[src/rtl/subtrator_pipe.sv]
// Two-stage add/subtract pipeline with valid/ready handshake.
// Stage 1 forms the raw WIDTH+1 bit sum/difference, stage 2 converts it to sign-magnitude.
module subtrator_pipe #(
  parameter int         WIDTH  = 4,
  parameter logic [3:0] OP_ADD = 4'b0001,
  parameter logic [3:0] OP_SUB = 4'b0010
) (
  input  logic             clk,
  input  logic             rst,
  input  logic             in_valid,
  output logic             in_ready,
  input  logic [WIDTH-1:0] a,
  input  logic [WIDTH-1:0] b,
  input  logic [3:0]       op,
  output logic             out_valid,
  input  logic             out_ready,
  output logic             s,
  output logic [WIDTH:0]   out,
  output logic             err
);

  typedef struct packed {
    logic           sub;
    logic           bad;
    logic [WIDTH:0] raw;
  } s1_t;

  s1_t          s1_q, s1_d;
  logic [2:1]   vld_pipe;
  logic         accept, adv;
  logic         s2_s, s2_err;
  logic [WIDTH:0] s2_out;

  assign in_ready  = !vld_pipe[1] | !vld_pipe[2] | out_ready;
  assign accept    = in_valid & in_ready;
  assign adv       = vld_pipe[1] & (!vld_pipe[2] | out_ready);
  assign out_valid = vld_pipe[2];

  always_comb begin
    s1_d     = '0;
    s1_d.sub = (op == OP_SUB);
    s1_d.bad = !((op == OP_ADD) || (op == OP_SUB));
    if (op == OP_ADD)      s1_d.raw = {1'b0, a} + {1'b0, b};
    else if (op == OP_SUB) s1_d.raw = {1'b0, a} - {1'b0, b};
  end

  // Only a subtraction can go negative; for addition the top bit is carry.
  // A negative raw value is never zero, so negative zero cannot arise.
  always_comb begin
    s2_s   = 1'b0;
    s2_out = s1_q.raw;
    s2_err = s1_q.bad;
    if (s1_q.bad) begin
      s2_out = '0;
    end else if (s1_q.sub && s1_q.raw[WIDTH]) begin
      s2_s   = 1'b1;
      s2_out = -s1_q.raw;
    end
  end

  always_ff @(posedge clk) begin
    if (rst) begin
      vld_pipe <= '0;
      s1_q     <= '0;
      s        <= 1'b0;
      out      <= '0;
      err      <= 1'b0;
    end else begin
      vld_pipe[1] <= accept | (vld_pipe[1] & !adv);
      if (accept) s1_q <= s1_d;
      if (adv) begin
        vld_pipe[2] <= 1'b1;
        s           <= s2_s;
        out         <= s2_out;
        err         <= s2_err;
      end else if (out_ready) begin
        vld_pipe[2] <= 1'b0;
      end
    end
  end

endmodule

[config.mk]
export PLATFORM = sky130hd
export DESIGN_NAME = subtrator_pipe
export DESIGN_NICKNAME = d
export VERILOG_FILES = /design/src/rtl/subtrator_pipe.sv
export SDC_FILE = /design/constraint.sdc
export NUM_CORES = 1
export LEC_CHECK = 0
export CAP_MARGIN = 10
export CORE_UTILIZATION = 45
export CTS_CLUSTER_SIZE = 12
export DETAILED_ROUTE_END_ITERATION = 6
export GPL_TIMING_DRIVEN = 0
export PLACE_DENSITY = 0.71
export SETUP_SLACK_MARGIN = 0.4
export SYNTH_ARGS = -nofsm -noshare
export SYNTH_HDL_FRONTEND = slang
export SYNTH_SLANG_ARGS = --single-unit
[constraint.sdc]
create_clock -name clk -period 1.75 [get_ports clk]
set_input_delay 0.35 -clock clk [delete_from_list [all_inputs] [get_ports clk]]
set_output_delay 0.35 -clock clk [all_outputs]
set_load 0.02 [all_outputs]
==> impl_metrics.tcl <==
set metrics [dict create \
    postRouteWirelength_um 2510 \
    ys_warn_count 0 \
    avgSynthCellArea_um2 8.64 \
    synth-simple-area-share_pct 23.9 \
    die-area_um2 2520 \
    hold_violations 0 \
    ys_seq_area_share_pct 30.6 \
    dr_wl_met2_um 1350 \
    intPower_uw 629 \
    regArea_um2 328 \
    top_layer_used "met4" \
    htree_levels 1 \
    synth.net_count 148 \
    clk_latency_ns 0.30 \
    muxShareOfSynthArea_pct 2.87 \
    clock_sinks 16 \
    cts_max_path_buffers 2 \
    critPathKind "reg -> reg" \
    drive_gt1_share_pct 42.8 \
    place.gp.congestion 0.743 \
    p_sw_share_pct 28.8 \
    antenna_found_initial 0 \
    synth_area_leaders "dfxtp_1 (31%), ha_1 (11%), a21oi_1 (8.1%)" \
    hold_class "in -> reg" \
    hold_buffers 0 \
    cts_tree "done" \
    tns_ns 0 \
    reg2reg_depth 5 \
    fin_crit_sh_pct 79.0 \
    grt_overflow 0 \
    skew_ns 0.00954 \
    critPathCaptureType "register" \
    total_power_uw 883 \
    crit_path_max_fanout 2 \
    hpwl_um 1670 \
    final_util_pct 71.2 \
    fp-row-count 17 \
    drt_first_pass_iters 5 \
    seq_power_share_pct 44.7 \
    status "complete, no violations" \
    avgRoutedWirePerCell_um 13.4 \
    setup_viol 0 \
    drc 0 \
    place.port_buffers 24 \
    drt_iter0_drc 22 \
    viasPerCell 5.52 \
    synth_area_um2 1050 \
    placed_cells 173 \
    arrival_ns 1.61 \
    yosysTopAreaCell "dfxtp_1" \
    combPwrFrac_pct 27.0 \
    syn_inst 121 \
    final.fill_count 174 \
    worstMarginPinSlew_ns 0.565 \
    grt_pass1_wl_um 4140 \
    vias 1033 \
    grt_setup_unrepaired "yes" \
    leakagePower_uw 0.000653 \
    slew_headroom_pct 61.8 \
    synth_compound_area_share_pct 20.2 \
    fmax_mhz 724 \
    grt_max_degree 11 \
    clkPwrFrac_pct 28.3 \
    p_switching_uw 254 \
    grt_pass1_vias 963 \
    start_util_pct 47.7 \
    synthXorXnorAreaFrac_pct 1.67 \
    die_h_um 50.2 \
    synthAdderAreaFrac_pct 14.6 \
    core_um2 2190 \
    finalMaxSlewViolations 0 \
    met3_length_um 79 \
    fin_crit_ns 1.38 \
    synth_top_family_by_area "simple AND/OR/NAND/NOR gates" \
    vdd_ir_drop_max_mv 0.353 \
    drt-met1-wl_um 1040 \
    clkTransAtPathRegs_ns 0.10 \
    final_cells 187 \
    cap_violations 0 \
    io_pins 25 \
    worstHoldPathCells 4 \
    start_kind "register" \
    track_usage_pct 21.4 \
    multi_input_area_um2 798 \
    synth_seq_cells 16 \
    crit_required_ns 1.98 \
    diodes 0 \
    yosysTopAreaCellShare_pct 30.6 \
    ys_types 41 \
    fin_nets 187 \
    root_buffer "clkbuf_4" \
    cts-buffers-inserted 3 \
    area_delta_synth_final_pct 49.0 \
    die_w_um 50.2 \
    p_per_area_nw_per_um2 566 \
    ant_nets 0 \
]
## metal layers
layer | track usage (%) | vias up
li1 | - | 502
met1 | 25.2 | 490
met2 | 40.0 | 34
met3 | 1.21 | 7
met4 | 7.62 | 0
met5 | 0 | -
## critical path, stage by stage, from the launching register on
cell	delay, ns
dfxtp_2	0.34
buf_4	0.14
o311ai_4	0.28
xor2_1	0.09
or3_1	0.33
a21oi_2	0.13
## cell type report
class	instances	area share, %
repair buffers	34	18.3
plain buffers	4	2.01
well taps	28	2.25
flip-flops and latches	16	21.0
inverters	12	2.89
multi-input cells	89	51.2
clock buffers	4	2.33
## power groups by stage
stage	registers, uW	clock network [uW]	logic (uW)
2_1_floorplan	402	0	108
3_3_place_gp	399	0	183
4_1_cts	392	246	214
6_report	394	250	238
3_5_place_dp	400	0	189
5_1_grt	396	272	260
## cells in the final DEF (no fill, tap or decap), types with 4 or more instances in the layout
master	netlist	final
buf_4	0	9
dlygate4sd2_1	0	7
clkbuf_4	0	5
ha_4	0	5
ha_1	9	4
dfxtp_1	16	12
or3_1	5	5
nor2_1	8	6
buf_2	2	6
inv_2	1	9
nand2_1	11	11
a21oi_1	17	14
## logic make-up after synthesis
logic type / Yosys count
adders and majority gates: 11
DFF: 16
muxes: 3
xor gates and xnor gates: 2
AOI/OAI and AO/OA: 31
and+or+nand+nor: 42
buffers and inverters: 16
## registers in the layout (all words and copies together) (netlist names)
name,count
vld_pipe,2
s,1
s1_q,6
err,1
s2_err,1
out,5
## synthesized netlist by cell type (all sizes together)
master / number
a211o: 1
a211oi: 2
a21oi: 17
a221oi: 1
a41oi: 1
and2: 1
buf: 2
clkbuf: 2
dfxtp: 16
fa: 2
ha: 9
inv: 12
mux2i: 3
nand2: 11
nand2b: 1
nand3: 1
nand3b: 4
nand4: 1
nor2: 9
nor2b: 2
nor3: 1
nor3b: 1
nor4b: 2
o21ai: 3
o21ba: 1
o21bai: 1
o221ai: 1
o22ai: 1
o311a: 1
o311ai: 1
or3: 5
or3b: 1
or4b: 2
xor2: 2
## stage by stage
step | worst slack [ns] | instance area, um2 | hold slack [ns]
detailed placement | -0.382 | 1350 | 0.445
finish | 0.368 | 1560 | 0.410
floorplan | 0.271 | 1080 | 0.419
CTS | 0.353 | 1490 | 0.424
global placement | -0.351 | 1350 | 0.438
global route | 0.315 | 1560 | 0.441
## what timing repair did
action | in CTS | in global routing
pin swaps | 13 | 11
hold endpoints to repair | 0 | 0
buffers inserted | 8 | 2
endpoints found under the setup margin | 21 | 18
gates resized for setup | 76 | 20
## path summary, 6_finish.rpt
kind / from / slack [ns] / to
max: s1_q[0]$_SDFFE_PP0P_ / 0.37 / out[3]$_SDFFE_PP0P_
min: op[0] / 0.41 / s1_q[6]$_SDFFE_PP0P_
max reg2reg: s1_q[0]$_SDFFE_PP0P_ / 0.37 / out[3]$_SDFFE_PP0P_
min reg2reg: s$_SDFFE_PP0P_ / 0.46 / s$_SDFFE_PP0P_
(Power assumes the default switching activity.)
